[config.mk]
export PLATFORM = sky130hd
export DESIGN_NAME = alu_seq
export DESIGN_NICKNAME = d
export VERILOG_FILES = /design/src/rtl/alu_pkg.sv /design/src/rtl/alu_iter_muldiv.sv /design/src/rtl/alu_seq.sv
export SDC_FILE = /design/constraint.sdc
export NUM_CORES = 1
export LEC_CHECK = 0
export CELL_PAD_IN_SITES_DETAIL_PLACEMENT = 0
export CELL_PAD_IN_SITES_GLOBAL_PLACEMENT = 1
export CORE_MARGIN = 2
export CORE_UTILIZATION = 30
export DETAILED_ROUTE_END_ITERATION = 12
export PLACE_DENSITY = 0.64
export SYNTH_ARGS = -nofsm -noshare
export SYNTH_HDL_FRONTEND = slang
export SYNTH_SLANG_ARGS = --single-unit
[constraint.sdc]
create_clock -name clk -period 4.44 [get_ports clk]
set_input_delay 0.444 -clock clk [delete_from_list [all_inputs] [get_ports clk]]
set_output_delay 0.444 -clock clk [all_outputs]
set_load 0.02 [all_outputs]
[src/rtl/alu_pkg.sv]
// alu_pkg: opcodes, FSM state encoding and the single-cycle ALU function shared by alu_seq.
package alu_pkg;
  localparam logic [2:0] OP_ADD = 3'd0, OP_SUB = 3'd1, OP_MUL = 3'd2, OP_AND = 3'd3,
                         OP_OR = 3'd4, OP_XOR = 3'd5, OP_DIV = 3'd6, OP_ILL = 3'd7;
  localparam int MAX_W = 32;
  typedef enum logic [1:0] {IDLE = 2'd0, BUSY = 2'd1, DONE = 2'd2} state_t;
  // Callers truncate to 2*WIDTH bits, which also makes SUB wrap modulo 2^(2*WIDTH).
  function automatic logic [2*MAX_W-1:0] alu_op(input logic [2:0] op, input logic [MAX_W-1:0] a, b);
    logic [2*MAX_W-1:0] xa, xb;
    xa = {{MAX_W{1'b0}}, a};
    xb = {{MAX_W{1'b0}}, b};
    return op == OP_ADD ? xa + xb :
           op == OP_SUB ? xa - xb :
           op == OP_AND ? xa & xb :
           op == OP_OR  ? xa | xb :
           op == OP_XOR ? xa ^ xb : '0;
  endfunction
endpackage

[src/rtl/alu_iter_muldiv.sv]
// alu_iter_muldiv: WIDTH-step shift-add multiplier / restoring divider sharing one register pair and adder.
module alu_iter_muldiv #(
  parameter int WIDTH = 8
) (
  input  logic               clk,
  input  logic               rst,
  input  logic               start,
  input  logic               mode,
  input  logic [WIDTH-1:0]   a,
  input  logic [WIDTH-1:0]   b,
  output logic               done,
  output logic [2*WIDTH-1:0] res
);
  localparam int CW = $clog2(WIDTH + 1);
  logic [WIDTH-1:0] hi_q, hi_d, lo_q, lo_d, b_q, b_d, cur_hi, cur_lo, cur_b;
  logic mode_q, mode_d, busy_q, busy_d, done_q, done_d, q_bit, step, last;
  logic [CW-1:0] cnt_q, cnt_d;
  logic [WIDTH:0] x, y, sum;
  // The first step is taken straight from the inputs on start, so WIDTH steps end WIDTH-1 edges later.
  always_comb begin
    cur_hi = start ? '0 : hi_q;
    cur_lo = start ? a : lo_q;
    cur_b = start ? b : b_q;
    mode_d = start ? mode : mode_q;
    b_d = cur_b;
    x = mode_d ? {cur_hi, cur_lo[WIDTH-1]} : {1'b0, cur_hi};
    y = (mode_d | cur_lo[0]) ? {1'b0, cur_b} : '0;
    sum = mode_d ? x - y : x + y;
    q_bit = ~sum[WIDTH];
    step = start | busy_q;
    hi_d = !step ? hi_q : mode_d ? (q_bit ? sum[WIDTH-1:0] : x[WIDTH-1:0]) : sum[WIDTH:1];
    lo_d = !step ? lo_q : mode_d ? {cur_lo[WIDTH-2:0], q_bit} : {sum[0], cur_lo[WIDTH-1:1]};
    last = busy_q && cnt_q == CW'(WIDTH - 1);
    busy_d = start | (busy_q & ~last);
    done_d = last;
    cnt_d = start ? CW'(1) : last ? '0 : busy_q ? cnt_q + 1'b1 : cnt_q;
  end
  always_ff @(posedge clk or posedge rst) begin
    if (rst) begin
      hi_q <= '0;
      lo_q <= '0;
      b_q <= '0;
      mode_q <= 1'b0;
      busy_q <= 1'b0;
      done_q <= 1'b0;
      cnt_q <= '0;
    end else begin
      hi_q <= hi_d;
      lo_q <= lo_d;
      b_q <= b_d;
      mode_q <= mode_d;
      busy_q <= busy_d;
      done_q <= done_d;
      cnt_q <= cnt_d;
    end
  end
  assign done = done_q;
  assign res = {hi_q, lo_q};
endmodule

[src/rtl/alu_seq.sv]
// alu_seq: handshaked ALU; single-cycle ops finish in one cycle, MUL/DIV run through the iterative unit.
module alu_seq
  import alu_pkg::*;
#(
  parameter int WIDTH = 8
) (
  input  logic               clk,
  input  logic               rst,
  input  logic               in_valid,
  output logic               in_ready,
  input  logic [WIDTH-1:0]   operand_a,
  input  logic [WIDTH-1:0]   operand_b,
  input  logic [2:0]         opcode,
  output logic               out_valid,
  input  logic               out_ready,
  output logic [2*WIDTH-1:0] result,
  output logic               zero,
  output logic               err
);
  state_t state_q, state_d;
  logic in_ready_q, in_ready_d, out_valid_q, out_valid_d, zero_q, zero_d, err_q, err_d;
  logic start, is_div, is_md, md_done;
  logic [2*WIDTH-1:0] result_q, result_d, md_res, fast_res;
  always_comb begin
    is_div = opcode == OP_DIV;
    is_md = opcode == OP_MUL || (is_div && operand_b != '0);
    fast_res = is_div ? {operand_a, {WIDTH{1'b1}}}
                      : (2*WIDTH)'(alu_op(opcode, MAX_W'(operand_a), MAX_W'(operand_b)));
    start = state_q == IDLE && in_valid && is_md;
    state_d = state_q;
    in_ready_d = in_ready_q;
    out_valid_d = out_valid_q;
    result_d = result_q;
    zero_d = zero_q;
    err_d = err_q;
    case (state_q)
      IDLE: if (in_valid) begin
        state_d = is_md ? BUSY : DONE;
        in_ready_d = 1'b0;
        if (!is_md) begin
          out_valid_d = 1'b1;
          result_d = fast_res;
          zero_d = fast_res == '0;
          err_d = opcode == OP_ILL || is_div;
        end
      end
      BUSY: if (md_done) begin
        state_d = DONE;
        out_valid_d = 1'b1;
        result_d = md_res;
        zero_d = md_res == '0;
        err_d = 1'b0;
      end
      DONE: if (out_ready) begin
        state_d = IDLE;
        out_valid_d = 1'b0;
        in_ready_d = 1'b1;
      end
      default: state_d = IDLE;
    endcase
  end
  always_ff @(posedge clk or posedge rst) begin
    if (rst) begin
      state_q <= IDLE;
      in_ready_q <= 1'b1;
      out_valid_q <= 1'b0;
      result_q <= '0;
      zero_q <= 1'b0;
      err_q <= 1'b0;
    end else begin
      state_q <= state_d;
      in_ready_q <= in_ready_d;
      out_valid_q <= out_valid_d;
      result_q <= result_d;
      zero_q <= zero_d;
      err_q <= err_d;
    end
  end
  alu_iter_muldiv #(.WIDTH(WIDTH)) u_muldiv (
    .clk  (clk),
    .rst  (rst),
    .start(start),
    .mode (is_div),
    .a    (operand_a),
    .b    (operand_b),
    .done (md_done),
    .res  (md_res)
  );
  assign in_ready = in_ready_q;
  assign out_valid = out_valid_q;
  assign result = result_q;
  assign zero = zero_q;
  assign err = err_q;
endmodule

# Word-level counts from Yosys, hierarchy flattened
# Index checks and enable logic that the tools add are counted.
# W data, S select, Z words.
# totals
ff_bits	53
input_bits	23
output_inout_bits	20
word_cells	104
# classes
n_addsub	5
eq_ne	14
n_mux	44
bitwise_logic	9
n_reduce_logical	19
# ops
operator	count
$mux W16	6
$mux W8	10
$logic_not A16 Y1	2
$pmux W16 S2	1
$mux W9	2
$mux W1	13
$eq A3 B3 Y1 const B	4
$mux W4	3
$add A8 B8 Y9	1
$add A9 B9 Y9	1
$sub A8 B8 Y9	1
$sub A9 B9 Y9	1
$and A8 B8 Y8	1
$mux W2	4
$or A8 B8 Y8	1
$reduce_bool A8 Y1	1
$xor A8 B8 Y8	1
$eq A3 B2 Y1 const B	2
$ne A2 B2 Y1 const B	3
$pmux W1 S2	3
$pmux W2 S3	1
$reduce_and A3 Y1	2
$reduce_bool A3 Y1	2
$reduce_and A5 Y1	1
other kinds (16)	24

# Longest topological paths before layout
# Gate-level depths: netlist of the first run.
# logic_depth
word_depth	11
ltp_mapped	22

# Cells and area by module
# Synthesis of the first run repeated with hierarchy kept, for this count alone.
# hier_totals
hier_cells	562
hier_area_um2	4675.7
# by_module_without_submodules
mod	n_inst	cells_each	area_per_inst_um2
alu_seq	1	301	2352.3
alu_iter_muldiv	1	261	2323.5

# Worst setup path before layout of the first run
# No wires, ideal clock.
# synth_path
kind	reg2reg
from	reg state_q[0]
to	reg u_muldiv.hi_q[1]
setup_time_ps	66
arrival_time_ps	4178
t_required_ps	4374
path_slack_ps	196
stages_incl_launch_ff	19
synth_period_minus_slack_ps	4244
path_cell_list	dfrtp_1 buf_4 nand4bb_1 a211oi_1 o22ai_2 inv_2 buf_4 buf_2 o21ai_0 ha_1 clkbuf_2 o32a_1 ha_1 a21oi_1 o211ai_1 o41ai_4 xnor2_1 o311ai_0 a22o_1
# synth_between
elab_chain_cells	10
elab_cells_between_ends	16
cone_classes	add/sub: 2; mux: 9; bitwise: 2; reduce/logical: 3
# synth_rtl
item	line_no	rtl
from (decl)	alu_seq.sv:20	state_t state_q, state_d;
from (signal assigned)	alu_seq.sv:71	state_q <= state_d;
$logic_not A2 Y1 (*)	alu_seq.sv:29	start = state_q == IDLE && in_valid && is_md;
$logic_and A1 B1 Y1 (*) (2 in a row)	alu_seq.sv:29	
$mux W1 (*)	alu_iter_muldiv.sv:24	mode_d = start ? mode : mode_q;
named net u_muldiv.mode_d	alu_iter_muldiv.sv:16	logic mode_q, mode_d, busy_q, busy_d, done_q, done_d, q_bit, step, last;
$or A1 B1 Y1	alu_iter_muldiv.sv:27	y = (mode_d | cur_lo[0]) ? {1'b0, cur_b} : '0;
$mux W8	alu_iter_muldiv.sv:27	
$add A9 B9 Y9 or $sub A9 B9 Y9 (tied branches)	alu_iter_muldiv.sv:28	sum = mode_d ? x - y : x + y;
$mux W9	alu_iter_muldiv.sv:28	
$mux W8	alu_iter_muldiv.sv:31	hi_d = !step ? hi_q : mode_d ? (q_bit ? sum[WIDTH-1:0] : x[WIDTH-1:0]) : sum[WIDTH:1];
$mux W8 (*)	alu_iter_muldiv.sv:31	
to (signal assigned)	alu_iter_muldiv.sv:48	hi_q <= hi_d;
to (decl)	alu_iter_muldiv.sv:15	logic [WIDTH-1:0] hi_q, hi_d, lo_q, lo_d, b_q, b_d, cur_hi, cur_lo, cur_b;
# The timed path passes the listed nets; every way through them passes the cells marked *.
# A chain may end at the register's enable or synchronous reset.

# Worst setup path after layout of the first run
# layout_path
from	in operand_b[7]
to	reg u_muldiv.hi_q[7]
# layout_between
elab_chain_cells	11
elab_cells_between_ends	17
cone_classes	add/sub: 2; mux: 9; bitwise: 2; reduce/logical: 4
# layout_rtl
item	line_no	rtl
from (decl)	alu_seq.sv:12	input logic [WIDTH-1:0] operand_b,
$reduce_bool A8 Y1	alu_seq.sv:26	is_md = opcode == OP_MUL || (is_div && operand_b != '0);
$logic_and A1 B1 Y1	alu_seq.sv:26	
$logic_or A1 B1 Y1	alu_seq.sv:26	
$logic_and A1 B1 Y1	alu_seq.sv:29	
$mux W1 or $mux W8 (tied branches)	alu_iter_muldiv.sv:24, alu_iter_muldiv.sv:22	
$or A1 B1 Y1	alu_iter_muldiv.sv:27	
$mux W8	alu_iter_muldiv.sv:27	
$add A9 B9 Y9 or $sub A9 B9 Y9 (tied branches)	alu_iter_muldiv.sv:28	
$mux W9	alu_iter_muldiv.sv:28	
$mux W8 (2 in a row)	alu_iter_muldiv.sv:31	
# Several ways; a longest one is shown, not always the timed one.

==> impl_results.md, run 1 <==
* Final global-route overflow total at 0
* CP max stage cell: clkdlybuf4s50_1
* CP Capture Point: u_muldiv.hi_q[7]$_DFFE_PP0P_
* Leading area contributor after synthesis: dfrtp_1
* CP Class: in2reg
* Fmax at 0.238 GHz
* Antenna cells at 0
* Run status: finished clean
* CTS sink cnt at 53
* Gr usage total at 0.187
* Nets at 749
* Final wirelength at 16700 microns
* Ys flop type: dfrtp_1
* Reg-to-Reg End: u_muldiv.hi_q[7]$_DFFE_PP0P_
* Die area at 17600 sq um
* Fraction of layout cells with a size suffix above 1 at 0.176
* Max-cap violations at 0
* Crit path from: operand_b[7]
* H-tree depth at 2
* Vias per Instance at 5.46
* Min-Delay Path Class: reg2reg
* Final Max Slew Viols at 0
* Root Buffer Master: clkbuf_16
* Worst reg-to-reg path cell count at 17
* CP delay by family, top: compound AO/OA/AOI/OAI gates
* Cells taking the most area after synthesis: dfrtp_1, ha_1, a21oi_1
* Final hold vios at 0
* Initial detailed-routing violation count at 342
* Top cell type's share of synthesized area at 0.262
* Crit. End Element: register
* Post-synthesis sequential area ratio at 0.267
* Ys async rst share at 1.00
* Initial Util at 0.303
* Worst rel slew slack at 0.266
* Worst path arrival time at 4.37 ns
* Maximum fanout along the worst path at 8
* Ports at 43
* DRC Markers at 0
* Syn Inst Count at 608
* Vias at 4964
* RePlAce Congestion at 0.885
* Post-layout util at 0.377
* Worst VDD drop at 0.000468 V
* Tcrit/Tclk final at 0.946
* Syn nets at 669
* Worst-path clk slew at 0.08 ns
* Chip width at 133 microns
* YS warnings at 0
* # setup viols final at 0
* Crit path buf inv count at 5
* Final ANT Viol Nets at 0
* Seq cells post-synth at 53
* Worst R2R Setup Slack at 0.45 ns
* Design area at 6180 sq um
* Final setup skew at 0.00752 ns
* Initial antenna violation count at 0
* Critical path depth at 19
* Detailed Place HPWL at 13100 microns
* Synth Cell Area at 4970 sq um
* PortBufs at 42
* Top cell by count, worst path: buf_4
* DP Area at 5950 sq um
* Library cells used by synthesis at 77
* Least-Margin Pin Slew at 1.10 ns
* WHS at 0.485 ns
* Worst path cell trace: clkdlybuf4s50_1 -> nor4_4 -> nand3_4 -> nand2_2 -> a21oi_1 -> a21oi_1 -> inv_1 -> ha_2 -> mux2i_1 -> buf_4 -> fa_1 -> a21oi_2 -> o211ai_1 -> buf_4 -> o41ai_4 -> buf_4 -> nor3_1 -> a211oi_1 -> o22ai_1
* Layout fillers at 1689
* Lkg Pwr at 2.68 nW
* Crit path required time at 4.61 ns
* First-pass GRT wire length at 26400 microns
* Die H at 133 microns
* CTS Buffer Depth at 2
* R2R Path Start: state_q[0]$_DFFE_PP0P_
* Drt pass-1 iters at 5
* Total Power at 5.31 mW
* Slowest cell delay on critical path at 0.47 ns
* Num CTS Buffers at 5
* Core Area at 16400 sq um
* CP startpoint kind: input pin
* Largest net degree at the start of global routing at 34
* Vias in the first global route at 4775
* Mean post-synth cell area at 8.17 sq um
* Area grow syn2layout at 24.4%
* Final min period at 4.20 ns
* TritonCTS clock tree: done
* # hold bufs at CTS at 0
* Rows at 47
* Worst skew pair latency at 0.30 ns
* Post-synth EDFFs at 0
* DR WL/cell at 18.3 microns
* P per Cell Area at 859 nW/um^2
## how the worst min path moves through the flow
stage,startpoint,to,slack (ns),cells after the start
6_report,result[13]$_DFFE_PP0P_,result[13]$_DFFE_PP0P_,0.49,2
4_1_cts,u_muldiv.cnt_q[3]$_DFFE_PP0P_,u_muldiv.done$_DFF_PP0_,0.49,1
3_3_place_gp,u_muldiv.cnt_q[3]$_DFFE_PP0P_,u_muldiv.done$_DFF_PP0_,0.46,1
5_1_grt,u_muldiv.cnt_q[3]$_DFFE_PP0P_,u_muldiv.done$_DFF_PP0_,0.51,1
3_5_place_dp,u_muldiv.cnt_q[3]$_DFFE_PP0P_,u_muldiv.done$_DFF_PP0_,0.47,1
2_1_floorplan,u_muldiv.cnt_q[3]$_DFFE_PP0P_,u_muldiv.done$_DFF_PP0_,0.44,1
## where the power goes
part / leakage (nW) / internal [mW] / switching, mW
clock network: 0.0708 / 0.214 / 0.196
logic: 1.95 / 1.82 / 2.09
registers: 0.653 / 0.734 / 0.250
## cell families after synthesis
kind of cell    after synthesis  synth area share
compound gates              205             0.283
simple gates                199             0.205
buf+inv                      76            0.0695
flops                        53             0.267
fa+ha+maj                    38             0.100
mux                          29            0.0612
xor+xnor                      8            0.0141
## cells in the final DEF (no fill, tap or decap), types with 5 or more instances in the layout
| master | Yosys | layout |
|---|---|---|
| buf_4 | 8 | 66 |
| a21oi_1 | 60 | 59 |
| nand2_1 | 58 | 58 |
| dfrtp_1 | 52 | 52 |
| nor2_1 | 50 | 50 |
| clkdlybuf4s50_1 | 0 | 41 |
| inv_1 | 39 | 38 |
| ha_1 | 35 | 34 |
| o21ai_0 | 28 | 28 |
| nor3_1 | 21 | 20 |
| mux2i_1 | 18 | 18 |
| o31ai_1 | 17 | 17 |
| a211oi_1 | 11 | 11 |
| mux2_2 | 11 | 11 |
| nor2b_1 | 10 | 10 |
| nand3_1 | 10 | 10 |
| a31oi_1 | 8 | 8 |
| nor3b_1 | 8 | 8 |
| o21a_1 | 8 | 8 |
| o211ai_1 | 7 | 7 |
| a21o_1 | 6 | 6 |
| nor4_1 | 6 | 6 |
| xnor2_1 | 6 | 5 |
| a221oi_2 | 1 | 5 |
| nand4_1 | 5 | 5 |
| nand2b_1 | 5 | 5 |
| a22oi_1 | 5 | 5 |
| clkbuf_16 | 0 | 5 |
## layer usage
layer	GRT usage	vias to the layer above	wire length (microns)
li1	-	2388	-
met1	0.258	2421	7850
met2	0.318	142	8040
met3	0.0222	13	631
met4	0.0311	0	161
met5	0	-	0
## cells in the mapped netlist, drive strengths merged, types with 10 or more instances
| cell | n |
|---|---|
| nor3 | 21 |
| mux2i | 18 |
| ha | 35 |
| nor2 | 51 |
| mux2 | 11 |
| clkbuf | 10 |
| a21oi | 60 |
| dfrtp | 52 |
| nand3 | 11 |
| buf | 25 |
| nand2 | 60 |
| o31ai | 18 |
| a211oi | 12 |
| inv | 40 |
| nor2b | 10 |
| o21ai | 32 |
## final cells by class
type | count | area [sq um] | area share
well taps | 220 | 275 | 0.0445
inverters | 41 | 154 | 0.0249
clock buffers | 5 | 125 | 0.0202
multi-input cells | 479 | 3360 | 0.543
clock inverters | 3 | 25.0 | 0.00405
repair buffers | 108 | 918 | 0.149
flip-flops and latches | 53 | 1330 | 0.215
## tightest hold or removal path: cells and delay by family, from the launching register on
kind            cells  cell delay [ns]
simple gates        1             0.05
flops               1             0.35
compound gates      1             0.06
## flip-flops by register name (all words and copies together) (netlist names)
register	flops
err	1
in_ready	1
out_valid	1
result	16
state_q	2
u_muldiv.b_q	8
u_muldiv.busy_q	1
u_muldiv.cnt_q	4
u_muldiv.done	1
u_muldiv.hi_q	8
u_muldiv.lo_q	8
u_muldiv.mode_q	1
zero	1
## timing repair
action | 4_1_cts | 5_1_grt
setup endpoints to repair | 0 | 9
setup buffers | 0 | 2
gates resized for setup | 0 | 11
## through the flow
| step | worst slack (ns) | TNS, ns | cells |
|---|---|---|---|
| floorplan | 0.196 | 0 | 608 |
| global placement | -0.0272 | -0.0736 | 899 |
| detailed placement | -0.0905 | -0.401 | 899 |
| CTS | 0.194 | 0 | 907 |
| global route | -0.00903 | -0.0154 | 909 |
| finish | 0.240 | 0 | 909 |
Note: power is estimated with default switching activity, not from simulation.
==> run 2: changes to the inputs <==
--- a/config.mk
+++ b/config.mk
@@ -5,9 +5,10 @@
 export SDC_FILE = /design/constraint.sdc
 export NUM_CORES = 1
 export LEC_CHECK = 0
+export CAP_MARGIN = 20
 export CELL_PAD_IN_SITES_DETAIL_PLACEMENT = 0
 export CELL_PAD_IN_SITES_GLOBAL_PLACEMENT = 1
-export CORE_MARGIN = 2
+export CORE_MARGIN = 1
 export CORE_UTILIZATION = 30
 export DETAILED_ROUTE_END_ITERATION = 12
 export PLACE_DENSITY = 0.64
==> run 2 against run 1 <==
Against the previous run:
- routed wire length rose by 0.33%
- final area rose by 0.30%
- highest routed layer unchanged
- clock skew fell by 0.0020 ns
- largest power group unchanged
- critical endpoint is now u_muldiv.hi_q[6]$_DFFE_PP0P_
==> impl_results.md, run 2 (synthesis gave the netlist of run 1 again) <==
* CP Class: in2reg
* Clk pwr share at 0.079 (+0.002)
* Worst rel slew slack at 0.321 (+0.0544)
* Worst path arrival time at 4.44 ns (+0.07 ns)
* Ports at 43 (unchanged)
* CP max stage cell: o41a_1
* Crit path required time at 4.62 ns (about the same)
* TritonCTS clock tree: done
* Worst skew pair latency at 0.30 ns (about the same)
* P per Cell Area at 853 nW/um^2 (-0.70%)
* Commonest cells after routing, fill and taps aside: buf_4, nand2_1, a21oi_1
* Design area at 6200 sq um (+0.30%)
* Critical path depth at 19 (unchanged)
* Final setup skew at 0.00547 ns (-0.00204 ns)
* Core Area at 16000 sq um (-2.5%)
* Die H at 131 microns (-1.5%)
* Drt pass-1 iters at 5 (unchanged)
* Detailed Place HPWL at 13100 microns (+0.70%)
* Setup TNS at 0 ns (unchanged)
* Vias at 4924 (-0.81%)
* First-pass GRT wire length at 26200 microns (-0.89%)
* DP Area at 5960 sq um (+0.17%)
* Final min period at 4.27 ns (+0.0655 ns)
* HP Start: result[13]$_DFFE_PP0P_
* Initial detailed-routing violation count at 302 (-12%)
* Crit. End Element: register
* Vias per Instance at 5.43 (-0.48%)
* # hold bufs at CTS at 0 (unchanged)
* Run status: finished clean
* Final ANT Viol Nets at 0 (unchanged)
* DR WL/cell at 18.5 microns (+0.66%)
* RePlAce Congestion at 0.842 (-4.9%)
* Crit path from: in_valid
* Vias in the first global route at 4654 (-2.5%)
* Fmax at 0.234 GHz (-1.5%)
* Combinational share of power at 0.734 (-0.004)
* Chip width at 131 microns (-1.5%)
* Final wirelength at 16700 microns (+0.33%)
* Largest net degree at the start of global routing at 54 (+59%)
* R2R Path Start: state_q[0]$_DFFE_PP0P_
* CP Capture Point: u_muldiv.hi_q[6]$_DFFE_PP0P_
* Gr usage total at 0.201 (+0.0144)
* Final hold vios at 0 (unchanged)
* Rows at 46 (-2.1%)
* Nets at 750 (+0.13%)
* Area grow syn2layout at 24.8%
* Crit path buf inv count at 5 (unchanged)
* Reg-to-Reg End: u_muldiv.hi_q[6]$_DFFE_PP0P_
* Worst R2R Setup Slack at 0.35 ns (-0.10 ns)
* Slowest cell delay on critical path at 0.57 ns (+0.10 ns)
* Die area at 17100 sq um (-3.0%)
* Antenna cells at 0 (unchanged)
* Pre-CTS WS at -0.217 ns (-0.127 ns)
* Final Max Slew Viols at 0 (unchanged)
* CTS Buffer Depth at 2 (unchanged)
* CP startpoint kind: input pin
* Max reg flops at 16 (unchanged)
* Tcrit/Tclk final at 0.961 (+0.0148)
* Most common cell after layout, fill and taps aside: buf_4
* Worst VDD drop at 0.000430 V (-8.2%)
* H-tree depth at 2 (unchanged)
* Switch share at 0.475 (-0.00305)
* Least-Margin Pin Slew at 1.02 ns (-0.0816 ns)
* Initial antenna violation count at 0 (unchanged)
* CP delay by family, top: compound AO/OA/AOI/OAI gates
* Lkg Pwr at 2.68 nW (about the same)
* Worst path cell trace: clkdlybuf4s50_1 -> buf_4 -> nand4bb_2 -> nor2_2 -> nand2_2 -> nor2_1 -> a21oi_1 -> a21oi_2 -> inv_1 -> ha_2 -> mux2i_1 -> buf_4 -> fa_1 -> a21oi_2 -> o211ai_1 -> buf_4 -> o41a_1 -> a221oi_2 -> o31ai_1
* Initial Util at 0.311 (+0.00770)
* Seq pwr share at 0.187 (+0.002)
* Min-Delay Path Class: reg2reg
* NetSw at 2.51 mW (-1.0%)
* CTS sink cnt at 53 (unchanged)
* DRC Markers at 0 (unchanged)
* Root Buffer Master: clkbuf_16
* Final global-route overflow total at 0 (unchanged)
* Worst-path clk slew at 0.08 ns (about the same)
* Num CTS Buffers at 5 (unchanged)
* Int Power at 2.78 mW (+0.18%)
* Worst reg-to-reg path cell count at 17 (unchanged)
* Fraction of layout cells with a size suffix above 1 at 0.184 (+0.00844)
* PortBufs at 42 (unchanged)
* Max-cap violations at 0 (unchanged)
* # setup viols final at 0 (unchanged)
* Maximum fanout along the worst path at 8 (unchanged)
* Setup slack after layout at 0.175 ns (-0.0655 ns)
* Total Power at 5.29 mW (-0.40%)
* Top cell by count, worst path: buf_4
-- run 2: final cells by class --
type                    count  area, sq um
repair buffers            109          923
multi-input cells         479         3370
clock buffers               5          125
clock inverters             3         28.8
inverters                  41          154
flip-flops and latches     53         1330
fillers                  1687         9800
well taps                 216          270
-- run 2: how the worst min path moves through the flow --
stage / slack [ns] / cells past startpoint / end
3_3_place_gp: 0.46 / 2 / err$_DFFE_PP0P_
2_1_floorplan: 0.44 / 1 / u_muldiv.done$_DFF_PP0_
5_1_grt: 0.51 / 2 / result[13]$_DFFE_PP0P_
4_1_cts: 0.49 / 2 / result[13]$_DFFE_PP0P_
6_report: 0.48 / 2 / result[13]$_DFFE_PP0P_
3_5_place_dp: 0.47 / 2 / result[13]$_DFFE_PP0P_
-- run 2: layer usage --
layer | share of wire | track usage | vias to the layer above
li1 | - | - | 2396
met1 | 0.46 | 0.271 | 2401
met2 | 0.49 | 0.347 | 112
met3 | 0.034 | 0.0191 | 15
met4 | 0.013 | 0.0460 | 0
met5 | 0 | 0 | -
-- run 2: worst reg2reg max path, delay by kind of cell (launching register included) --
family                   cells  cell delay (ns)
AO/OA/AOI/OAI                7             1.48
adder cells (fa/ha/maj)      2             0.74
buffers and inverters        3             0.40
flip-flops                   1             0.47
multiplexers                 1             0.09
AND/OR/NAND/NOR              4             0.79
-- run 2: repair_timing --
action                                  in CTS  in global routing
endpoints found under the hold margin        0                  0
endpoints found under the setup margin       0                  9
setup buffers                                0                  1
resized for setup                            0                 16
-- run 2: metrics by stage --
step            util  std cells  hold slack, ns
2_1_floorplan      -        608           0.436
5_1_grt        0.387        906           0.508
4_1_cts        0.382        905           0.486
3_3_place_gp   0.373        897           0.459
3_5_place_dp   0.373        897           0.467
6_report       0.387        906           0.479
-- run 2: power by group through the flow --
stage                     clock (mW)  combinational [mW]  sequential [mW]
after floorplan                    0                2.37            0.997
after detailed placement           0                3.72            0.989
after global routing           0.448                4.28             1.02
after CTS                      0.430                3.73            0.979
final                          0.418                3.88            0.987
after global placement             0                3.68            0.987
